[src/rtl/wbledpwm_fade.sv]
// Wishbone LED PWM with prescaler and per-channel fading toward a target duty.
// Single-cycle registered ack, never stalls; leds lag the PWM state by one clock.
module wbledpwm_fade #(
  parameter int AW  = 30,
  parameter int DW  = 32,
  parameter int NCH = 4,
  parameter int PW  = 8,
  parameter int PSW = 16
) (
  input  logic           wb_clk_i,
  input  logic           wb_reset_ni,
  input  logic [AW-1:0]  wb_adr_i,
  input  logic [DW-1:0]  wb_dat_i,
  output logic [DW-1:0]  wb_dat_o,
  input  logic           wb_we_i,
  input  logic [3:0]     wb_sel_i,
  input  logic           wb_cyc_i,
  input  logic           wb_stb_i,
  output logic           wb_ack_o,
  output logic           wb_stall_o,
  output logic [NCH-1:0] leds
);

  localparam int CW = ((PW > 8) ? PW : 8) + 1;

  logic           req, wr;
  logic [4:0]     idx;
  logic           en, inv;
  logic [PSW-1:0] prescale, pre_cnt;
  logic [PW-1:0]  cnt;
  logic [PW-1:0]  target   [NCH];
  logic [7:0]     step     [NCH];
  logic [PW-1:0]  cur      [NCH];
  logic [PW-1:0]  cur_next [NCH];
  logic [NCH-1:0] raw;
  logic           tick, wrap;
  logic           req_q;
  logic [DW-1:0]  dat_q, rd_data;
  logic [31:0]    bmask, ch_old, ctrl_new, pre_new, ch_new;
  logic           unused_bits;

  function automatic logic [31:0] merge(input logic [31:0] old_v, input logic [31:0] new_v,
                                        input logic [31:0] m);
    return (old_v & ~m) | (new_v & m);
  endfunction

  assign req = wb_cyc_i && wb_stb_i;
  assign wr  = req && wb_we_i;
  assign idx = wb_adr_i[4:0];

  assign bmask = {{8{wb_sel_i[3]}}, {8{wb_sel_i[2]}}, {8{wb_sel_i[1]}}, {8{wb_sel_i[0]}}};

  // Byte-lane writes: merge the new data into the current register image.
  always_comb begin
    ch_old = '0;
    for (int n = 0; n < NCH; n++) begin
      if (idx[2:0] == 3'(n)) ch_old = {8'h00, step[n], 16'(target[n])};
    end
  end

  assign ctrl_new = merge({30'h0, inv, en}, wb_dat_i, bmask);
  assign pre_new  = merge(32'(prescale), wb_dat_i, bmask);
  assign ch_new   = merge(ch_old, wb_dat_i, bmask);

  assign unused_bits = ^{wb_adr_i[AW-1:5], ctrl_new[31:2], pre_new, ch_new[31:24], ch_new[15:0]};

  assign tick = en && (pre_cnt >= prescale);
  assign wrap = tick && (cnt == '1);

  always_ff @(posedge wb_clk_i or negedge wb_reset_ni) begin
    if (!wb_reset_ni) begin
      pre_cnt <= '0;
      cnt     <= '0;
    end else if (!en) begin
      pre_cnt <= '0;
      cnt     <= '0;
    end else begin
      pre_cnt <= tick ? '0 : pre_cnt + PSW'(1);
      if (tick) cnt <= cnt + PW'(1);
    end
  end

  // Step never exceeds the remaining distance when added, so PW'(step) is exact.
  always_comb begin
    for (int n = 0; n < NCH; n++) begin
      cur_next[n] = cur[n];
      if (step[n] == 8'h00) begin
        cur_next[n] = target[n];
      end else if (wrap) begin
        if (target[n] > cur[n]) begin
          if ((CW'(target[n]) - CW'(cur[n])) <= CW'(step[n])) cur_next[n] = target[n];
          else cur_next[n] = cur[n] + PW'(step[n]);
        end else if (target[n] < cur[n]) begin
          if ((CW'(cur[n]) - CW'(target[n])) <= CW'(step[n])) cur_next[n] = target[n];
          else cur_next[n] = cur[n] - PW'(step[n]);
        end
      end
    end
  end

  always_comb begin
    for (int n = 0; n < NCH; n++) raw[n] = (cnt < cur[n]);
  end

  always_comb begin
    rd_data = '0;
    if (idx == 5'h00) rd_data = {30'h0, inv, en};
    if (idx == 5'h01) rd_data = DW'(prescale);
    for (int n = 0; n < NCH; n++) begin
      if (idx == 5'(16 + n)) rd_data = {8'h00, step[n], 16'(target[n])};
      if (idx == 5'(24 + n)) rd_data = DW'(cur[n]);
    end
  end

  always_ff @(posedge wb_clk_i or negedge wb_reset_ni) begin
    if (!wb_reset_ni) begin
      req_q    <= 1'b0;
      dat_q    <= '0;
      leds     <= '0;
      en       <= 1'b0;
      inv      <= 1'b0;
      prescale <= '0;
      for (int n = 0; n < NCH; n++) begin
        target[n] <= '0;
        step[n]   <= '0;
        cur[n]    <= '0;
      end
    end else begin
      req_q <= req;
      dat_q <= (req && !wb_we_i) ? rd_data : '0;
      leds  <= en ? (raw ^ {NCH{inv}}) : {NCH{inv}};
      if (wr && idx == 5'h00) begin
        en  <= ctrl_new[0];
        inv <= ctrl_new[1];
      end
      if (wr && idx == 5'h01) prescale <= pre_new[PSW-1:0];
      for (int n = 0; n < NCH; n++) begin
        if (wr && idx == 5'(16 + n)) begin
          target[n] <= ch_new[PW-1:0];
          step[n]   <= ch_new[23:16];
        end
        cur[n] <= cur_next[n];
      end
    end
  end

  // Dropping cyc cancels an ack still owed for the previous request.
  assign wb_ack_o   = req_q && wb_cyc_i;
  assign wb_dat_o   = wb_ack_o ? dat_q : '0;
  assign wb_stall_o = 1'b0;

endmodule

[config.mk]
export PLATFORM = sky130hd
export DESIGN_NAME = wbledpwm_fade
export DESIGN_NICKNAME = d
export VERILOG_FILES = /design/src/rtl/wbledpwm_fade.sv
export SDC_FILE = /design/constraint.sdc
export NUM_CORES = 1
export LEC_CHECK = 0
export ABC_AREA = 1
export ABC_CLOCK_PERIOD_IN_PS = 7120
export BUFFER_PORTS_ARGS = -buffer_cell sky130_fd_sc_hd__clkbuf_2
export CELL_PAD_IN_SITES_DETAIL_PLACEMENT = 0
export CELL_PAD_IN_SITES_GLOBAL_PLACEMENT = 2
export CORE_MARGIN = 10
export CORE_UTILIZATION = 39
export DETAILED_ROUTE_END_ITERATION = 12
export PLACE_DENSITY_LB_ADDON = 0.1
export SYNTH_ARGS = -nofsm -noshare
export SYNTH_HDL_FRONTEND = slang
export SYNTH_SLANG_ARGS = --single-unit
[constraint.sdc]
create_clock -name wb_clk_i -period 7.12 [get_ports wb_clk_i]
set_input_delay 0.356 -clock wb_clk_i [delete_from_list [all_inputs] [get_ports wb_clk_i]]
set_output_delay 0.356 -clock wb_clk_i [all_outputs]
set_load 0.005 [all_outputs]
# After elaboration in Yosys (flattened, before gate mapping)
# Index checks and enable logic that the tools add are counted.
# totals
regBits,175
# op_classes
n_addsub,18
magnitude_cmp,21
n_eq_ne,14
n_mux,45
n_bitwise,9
n_reduce_logical,31
# ops
operator,count
32-bit two-way mux,11
8-bit two-way mux,26
24-bit two-way mux,4
9-bit by 8-bit less-or-equal comparator with 1-bit output,8
8-bit by 8-bit subtractor with 9-bit output,8
8-bit < comparator,8
24-bit bitwise AND,2
5-bit == test (second input constant),8
8-bit adder,4
8-bit > comparator,4
8-bit zero test,4
16-bit two-way mux,2
8-bit subtractor,4
24-bit NOT,1
24-bit bitwise OR,1
16-bit by 1-bit adder with 16-bit output (second input constant),1
16-bit bitwise AND,1
16-bit >= comparator,1
16-bit bitwise OR,1
1-bit logical AND,12
3-bit nonzero test,4
8-bit by 1-bit adder with 8-bit output (second input constant),1
8-bit == test (second input constant),1
2-bit AND reduction,4
13 further kinds,17

# Longest topological paths before layout
# Gate-level depths: netlist (run 1).
# depth
word_depth,12
mapped_depth,26
depth_no_buf,25

# Least setup slack after synthesis (run 1)
# No wires, ideal clock.
# synth_path
kind,register to register
from,register target[16] (netlist name)
to,register cur[23] (netlist name)
arrival_ns,2.918
required_time_ns,7.004
setup_slack_ns,4.086
stages_incl_launch_ff,22
period_less_slack_ns,3.034
path_cell_list,dfrtp_1 -> inv_1 -> ha_1 -> fa_1 -> o21ai_1 -> nand2_1 -> nand2_1 -> xor2_1 -> ha_1 -> a21oi_1 -> a21boi_0 -> nand2_1 -> nand2_1 -> nand2_1 -> nand2_1 -> nand2_2 -> nand3_1 -> o21ai_1 -> nand2_1 -> nand2_1 -> nand2_1 -> nand2_1
# synth_via
elab_chain_cells,7
elab_cells_between_ends,14
cone_classes,add/sub: 2; order compare: 4; mux: 6; reduce/logical: 2
# synth_rtl
item,line_no,rtl
"start, declared",31,logic [PW-1:0] target [NCH];
"start signal, assigned by index",139,target[n] <= ch_new[PW-1:0];
8-bit by 8-bit subtractor with 9-bit output,94,if ((CW'(cur[n]) - CW'(target[n])) <= CW'(step[n])) cur_next[n] = target[n];
9-bit by 8-bit less-or-equal comparator with 1-bit output,94,
8-bit two-way mux,94,
8-bit two-way mux,93,end else if (target[n] < cur[n]) begin
8-bit two-way mux,90,if (target[n] > cur[n]) begin
8-bit two-way mux,89,end else if (wrap) begin
8-bit two-way mux,87,if (step[n] == 8'h00) begin
"end signal, assigned by index",142,cur[n] <= cur_next[n];
"end, declared",33,logic [PW-1:0] cur [NCH];
# Several ways; a longest one is shown, not always the timed one. The select of a mux whose other input is x is not followed.
# A chain may end at the register's enable or synchronous reset.

# Worst setup path after layout (run 1)
# layout_path
from,register target[26] (netlist name)
to,register cur[25] (netlist name)
# The elaborated chain is that of the path after synthesis.

==> flow_summary.toml, run 1 <==
[finish]
n_antenna_cell = 0
final_layout_size_suffix_gt1_share_pct = 6.78
nets = 2705
syn2layout_area_growth_pct = 7.35
fillers = 4563

[floorplanning]
die-area_um2 = 51700
die_height_um = 227
core_footprint_um2 = 42200
initial_utilization_pct = 39.7
die_width_um = 227
placement_rows = 75
num_io_pins = 109

[clock_tree]
clock_tree.root_cell = "sky130_fd_sc_hd__clkbuf_16"
postCtsResizedCells = 0
clk_pin_slew_worst_paths_ns = 0.08
ctsHoldBuffers = 1
clock_tree.buffer_depth = 2
number_of_setup_buffers_added_after_cts = 0
clock_sinks = 167
cts_tree = "built"
cts.htree.levels = 4
tritoncts.num_buffers = 17
clock_latency_ns = 0.48

[sta]
worst_clock_skew_ns = 0.0101
hold_viol = 0
timing_limited_maximum_frequency_mhz = 260
layout_min_cycle_time_ns = 3.84
final_min_period_over_clock_period_pct = 54.0
final.hold.worst_slack_ns = 0.121
tightest_slew_ns = 1.20
setup-violations-final = 0
fin_tns_setup_ns = 0
slew_headroom_pct = 19.4
rsz0062_at_grt = "no"
slew_violations = 0

[logic_synthesis]
synth.lib_cells_used.distinct = 51
async_reset_ff_share_pct = 100
postSynthAreaPerCell_um2 = 7.08
yosys_register_bits = 167
netlist_instances = 2369
synth_area_um2 = 16800
synth_edf_count = 0
ys_warn_count = 0
synth-seq-area-share_pct = 24.9
dominantRegCellSynth = "sky130_fd_sc_hd__dfrtp_1"

[critical_path]
criticalPathCategory = "reg2reg"
critical_path.endpoint_type = "flop"
critical_path_arrival_ns = 4.26
worstPathMaxFanout = 9
critPathRequiredTime_ns = 7.54
critical_path.startpoint_type = "flop"

[detailed_routing]
routedWlPerCell_um = 21.0
vias_per_cell = 5.44
final_wirelength_um = 61800
drt_first_iter_violations = 1209
route.antenna.remaining_nets = 0
detailroute.via_count = 16000
detailedRoute.firstPassIterationCount = 5
number_of_drc_violations_after_detailed_routing = 0

[global_route]
aggregate_global_route_resource_usage_pct = 24.0
number_of_global_route_vias_before_repair = 15500
antenna_found_initial = 0
pin_count_of_the_biggest_net_entering_global_routing = 71
grt_pass1_wl_um = 93500
grt_overflow_total = 0

[run_status]
status = "finished, final reports clean"

[power_and_ir_drop]
ir_drop_mv = 0.193
areal_power_density_over_the_cells_nw_per_um2 = 396
leakage_power_figure_nw = 9.19

[flow_run]
max_cap_violations = 0

[placed_design]
final_gp_congestion = 0.921
detailed_place_hpwl_um = 49700
io_buffer_count = 65

[min_path]
class_of_the_tightest_hold_or_removal_check = "in2reg"
[critical path, cell delays in order, from the launching register on]
cell                      delay [ns]
sky130_fd_sc_hd__dfrtp_1        0.38
sky130_fd_sc_hd__inv_1          0.19
sky130_fd_sc_hd__ha_1           0.48
sky130_fd_sc_hd__nand2_1        0.13
sky130_fd_sc_hd__o21ai_0        0.31
sky130_fd_sc_hd__nand3_1        0.11
sky130_fd_sc_hd__nand2_1        0.12
sky130_fd_sc_hd__a21oi_1        0.08
sky130_fd_sc_hd__nor2_1         0.09
sky130_fd_sc_hd__nor2_1         0.05
sky130_fd_sc_hd__xnor2_1        0.12
sky130_fd_sc_hd__ha_1           0.31
sky130_fd_sc_hd__nand2_1        0.07
sky130_fd_sc_hd__nor2_1         0.08
sky130_fd_sc_hd__nand3_1        0.09
sky130_fd_sc_hd__nand2_1        0.33
sky130_fd_sc_hd__nand2_1        0.31
sky130_fd_sc_hd__nand2_1        0.14
sky130_fd_sc_hd__nand3_1        0.07
sky130_fd_sc_hd__nand2_1        0.09
sky130_fd_sc_hd__nand2_1        0.06
sky130_fd_sc_hd__nand2_1        0.06
sky130_fd_sc_hd__nand2_1        0.05
sky130_fd_sc_hd__nand2_1        0.05
[final cells by class]
class	instances	area [um2]	area share, %
clock buffer	17	425	2.36
clock inverter	15	145	0.806
inverter	348	1310	7.25
multi-input combinational	1789	10900	60.6
sequential	167	4180	23.2
tap	539	674	3.74
timing repair buffer	69	364	2.02
[kinds of logic after synthesis]
group                    share of synthesized area, %
adder cells (fa/ha/maj)                          18.8
XOR/XNOR                                         5.43
flip-flops                                       24.9
AND/OR/NAND/NOR                                  24.9
buffers and inverters                            10.2
AO/OA/AOI/OAI                                    15.8
other                                          0.0223
[final timing paths]
check | start | endpoint | slack [ns] | depth (start not counted)
worst min register to register | flop | flop | 0.49 | 2
worst max register to register | target[26] | cur[25] | 3.28 | 23
worst max-delay path | target[26] | cur[25] | 3.28 | 23
min in group asynchronous | wb_reset_ni | step[20] | 0.42 | 2
worst min-delay path | wb_dat_i[9] | flop | 0.12 | 3
max in group asynchronous | wb_reset_ni | cur[4] | 5.35 | 3
[report_power, final]
part | internal (mW) | total, mW | leakage (nW) | switching, mW
logic | 1.70 | 4.82 | 6.85 | 3.13
registers | 1.07 | 1.37 | 2.05 | 0.300
clock network | 0.488 | 0.931 | 0.282 | 0.443
[through the flow]
step	power (mW)	instances	instance area (um2)	setup WS [ns]	util [%]
global route	7.92	2944	18000	2.92	42.7
detailed placement	6.18	2911	17400	3.39	41.3
floorplan	4.93	2377	16800	4.09	-
global placement	6.14	2911	17400	3.38	41.3
finish	7.13	2944	18000	3.28	42.7
CTS	7.14	2944	18000	3.37	42.7
[Yosys cell counts (9+ instances only)]
master,number,area [um2]
sky130_fd_sc_hd__o22ai_1,20,125
sky130_fd_sc_hd__inv_2,14,52.6
sky130_fd_sc_hd__buf_2,32,160
sky130_fd_sc_hd__inv_1,329,1230
sky130_fd_sc_hd__a21oi_1,175,876
sky130_fd_sc_hd__buf_4,19,143
sky130_fd_sc_hd__clkbuf_1,14,52.6
sky130_fd_sc_hd__nand2_1,595,2230
sky130_fd_sc_hd__o221ai_1,14,123
sky130_fd_sc_hd__nor2_2,12,75.1
sky130_fd_sc_hd__dfrtp_1,167,4180
sky130_fd_sc_hd__fa_1,16,320
sky130_fd_sc_hd__a211oi_1,9,67.6
sky130_fd_sc_hd__nor3_1,17,85.1
sky130_fd_sc_hd__xor2_1,81,709
sky130_fd_sc_hd__nor2_1,103,387
sky130_fd_sc_hd__ha_1,226,2830
sky130_fd_sc_hd__o211ai_1,27,203
sky130_fd_sc_hd__o2111ai_1,9,78.8
sky130_fd_sc_hd__nand2_2,9,56.3
sky130_fd_sc_hd__xnor2_1,23,201
sky130_fd_sc_hd__nand4_1,23,144
sky130_fd_sc_hd__o21ai_1,38,190
sky130_fd_sc_hd__nand3_1,180,901
sky130_fd_sc_hd__o21ai_0,144,721
[cell usage in the layout (no fill, tap or decap), drive strengths merged, types with 20 or more instances in the layout]
cell,instances
nand2,605
inv,348
ha,226
o21ai,184
nand3,181
a21oi,177
dfrtp,167
nor2,123
xor2,81
clkbuf,81
o211ai,33
nand4,26
xnor2,23
o22ai,20
[per-layer routing]
| layer | wire length, um | track usage, % | vias up |
|---|---|---|---|
| met5 | 0 | 0 | - |
| met4 | 1940 | 8.77 | 0 |
| met3 | 2790 | 3.91 | 97 |
| met2 | 29700 | 40.4 | 384 |
| met1 | 27500 | 30.5 | 7694 |
| li1 | - | - | 7836 |
(Power assumes the default switching activity.)
==> run 2: changes to the inputs <==
Settings changed: ABC_AREA 1 to 0, ABC_CLOCK_PERIOD_IN_PS 7120 to 4019, CORE_UTILIZATION 39 to 38.
Clock period 7.12 ns to 4.02 ns, I/O delays scaled along.
==> run 2 against run 1 <==
Compared with the run above: cell area rose by 4.2%; worst setup slack got worse by 3.1 ns; global-route usage fell by 0.52 points; largest cell class unchanged; wire length fell by 2.2%; sequential cell count did not move; clock power rose by 85%; non-clock buffer count rose by 145.
==> flow_summary.toml, run 2 <==
[run_status]
status = "finished, final reports clean"

[detailed_routing]
route.antenna.remaining_nets = 0
detailroute.via_count = 14900
routedWlPerCell_um = 23.2
vias_per_cell = 5.70
detailedRoute.firstPassIterationCount = 5
final_wirelength_um = 60500
number_of_drc_violations_after_detailed_routing = 0
drt_first_iter_violations = 1115

[critical_path]
crit_path_max_incr_delay_ns = 0.43
critical_path_startpoint = "target[26]"
critPathRequiredTime_ns = 4.37
criticalPathCategory = "reg2reg"
r2r_start = "target[26]"
cp-endpoint = "cur[30]"
reg2regPathDepth = 18
critical_path.cell_chain = "inv_1, ha_1, inv_1, o21ai_1, a21oi_1, o21bai_1, a21o_1, a21oi_1, xnor2_1, ha_1, nand4_1, o22ai_1, a31o_2, a21oi_2, buf_6, a221oi_1, a311o_1, o211a_1"
critical_path_arrival_ns = 4.21
worstPathMaxFanout = 6
timing.critical_path.slowest_stage_cell = "sky130_fd_sc_hd__dfrtp_2"
r2r_end = "cur[30]"
timing.reg2reg.setup_slack_ns = 0.17
critical_path.startpoint_type = "flop"
critical_path.endpoint_type = "flop"

[logic_synthesis]
postSynthAreaPerCell_um2 = 8.45
netlist.area_leader.share_pct = 26.1
synth.lib_cells_used.distinct = 88
synth_area_leader_cell = "sky130_fd_sc_hd__dfrtp_1"
dominantRegCellSynth = "sky130_fd_sc_hd__dfrtp_1"
synth-seq-area-share_pct = 26.1
yosysMostFrequentCell = "sky130_fd_sc_hd__ha_1"
synth.top_cells.by_count = "226 x sky130_fd_sc_hd__ha_1, 198 x sky130_fd_sc_hd__inv_1, 167 x sky130_fd_sc_hd__dfrtp_1, 147 x sky130_fd_sc_hd__nand2_1, 132 x sky130_fd_sc_hd__o21ai_0"
synth_area_um2 = 16000
ys_warn_count = 0
yosys_register_bits = 167
synth.area.top_cells = "sky130_fd_sc_hd__dfrtp_1 26%, sky130_fd_sc_hd__ha_1 18%, sky130_fd_sc_hd__inv_1 4.6%"
synth_edf_count = 0
async_reset_ff_share_pct = 100
netlist_instances = 1897

[sta]
final_critical_path_setup_slack_ns = 0.166
final_min_period_over_clock_period_pct = 95.9
layout_min_cycle_time_ns = 3.85
rsz0062_at_grt = "yes"
hold_viol = 0
tightest_slew_ns = 0.943
setup-violations-final = 0
slew_headroom_pct = 37.1
timing_limited_maximum_frequency_mhz = 259
worst_clock_skew_ns = 0.0158
slew_violations = 0

[placed_design]
final_gp_congestion = 0.935
post-place-ws_ns = -0.0699
io_buffer_count = 65
detailed_place_hpwl_um = 48200
placedInstanceArea_um2 = 17600
placed_cells_incl_taps = 2547

[power_and_ir_drop]
ir_drop_mv = 0.330
areal_power_density_over_the_cells_nw_per_um2 = 410
leakage_power_figure_nw = 9.17
power.total_mw = 7.69

[finish]
nets = 2370
syn2layout_area_growth_pct = 17.1
final_layout_size_suffix_gt1_share_pct = 16.8
area_of_all_placed_cells_without_fillers_um2 = 18800
most_common_cell_after_layout_fill_and_taps_aside = "sky130_fd_sc_hd__ha_1"
post-route-util_pct = 44.9
stdcell_count = 2610
fillers = 4261
final_cell_mix = "224 x sky130_fd_sc_hd__ha_1, 194 x sky130_fd_sc_hd__inv_1, 166 x sky130_fd_sc_hd__dfrtp_1"

[global_route]
grt_pass1_wl_um = 91100
aggregate_global_route_resource_usage_pct = 23.5
number_of_global_route_vias_before_repair = 14700
grt_overflow_total = 0
pin_count_of_the_biggest_net_entering_global_routing = 91
antenna_found_initial = 1

[floorplanning]
num_io_pins = 109
placement_rows = 75
die_height_um = 225
die-area_um2 = 50800
core_footprint_um2 = 41900
die_width_um = 225
initial_utilization_pct = 38.3

[flow_run]
max_cap_violations = 0

[clock_tree]
tritoncts.num_buffers = 17
cts_tree = "built"
clock_sinks = 167
clk_pin_slew_worst_paths_ns = 0.08
clock_tree.buffer_depth = 2
clock_tree.root_cell = "sky130_fd_sc_hd__clkbuf_16"
clock_latency_ns = 0.47
cts.htree.levels = 4

[min_path]
class_of_the_tightest_hold_or_removal_check = "in2async"
[run 2: cell types whose count changed after synthesis, sizes merged, moves of 48 or more]
cell | previous run | this run
a21oi | 177 | 129
nand2 | 605 | 147
xor2 | 81 | 33
a221oi | 1 | 54
nand3 | 181 | 48
inv | 343 | 198
[run 2: final cells by class]
cell class                      count  area, um2  share of cell area, %
Clock inverter                     15        173                  0.920
Sequential cell                   167       4180                   22.3
Clock buffer                       17        425                   2.27
Multi-Input combinational cell   1459      11100                   58.9
Antenna cell                        1       2.50                 0.0133
Timing Repair Buffer              214       1520                   8.07
Inverter                          198        743                   3.96
Tap cell                          539        674                   3.59
[run 2: repair_timing]
item | in CTS | in global routing
pin swaps | 0 | 29
gates resized for setup | 4 | 69
hold buffers | 18 | 0
gates cloned | 0 | 3
setup buffers | 0 | 9
endpoints found under the setup margin | 6 | 30
hold endpoints to repair | 40 | 0
[run 2: cells by family (layout without fill, tap and decap cells)]
family          Yosys count  after routing  share of synthesized area, %
fa+ha+maj               242            242                          19.6
compound gates          573            575                          24.4
buf+inv                 281            444                          7.10
flops                   167            167                          26.1
xor+xnor                 80             80                          4.37
other cells               1             10                        0.0234
simple gates            515            515                          15.8
mux                      38             38                          2.54
[run 2: worst min-delay path by stage]
stage           startpoint        end  slack, ns  depth (start not counted)
2_1_floorplan  wb_reset_ni  async pin      -0.09                          0
4_1_cts        wb_reset_ni    leds[0]       0.17                          2
3_3_place_gp   wb_reset_ni    leds[0]        0.1                          1
6_report       wb_reset_ni    leds[0]       0.17                          2
5_1_grt        wb_reset_ni    leds[0]       0.19                          2
3_5_place_dp   wb_reset_ni    leds[0]       0.09                          1
[run 2: critical path, delay by kind of cell (launching register included)]
kind / cells / cell delay (ns)
AND/OR/NAND/NOR: 1 / 0.10
buffers and inverters: 3 / 0.32
AO/OA/AOI/OAI: 11 / 1.92
XOR/XNOR: 1 / 0.27
flip-flops: 1 / 0.43
adder cells (fa/ha/maj): 2 / 0.71
[run 2: through the flow]
step / TNS [ns] / hold slack (ns)
final: 0 / 0.165
after floorplan: 0 / -0.0946
after detailed placement: -0.142 / 0.0908
after global placement: -0.0511 / 0.0971
after CTS: 0 / 0.169
after global routing: -0.178 / 0.187
[run 2: layer usage]
metal | track usage (%) | vias up | wire [um]
met2 | 38.4 | 450 | 28200
met3 | 3.76 | 64 | 3380
met4 | 6.45 | 0 | 1320
met5 | 0 | - | 0
li1 | - | 7114 | -
met1 | 31.5 | 7259 | 27500
[run 2: power breakdown]
group	total (mW)	switching (mW)	internal [mW]
Sequential	2.00	0.199	1.81
Combinational	3.97	2.30	1.67
Clock	1.72	0.876	0.844
Total	7.69	3.38	4.32
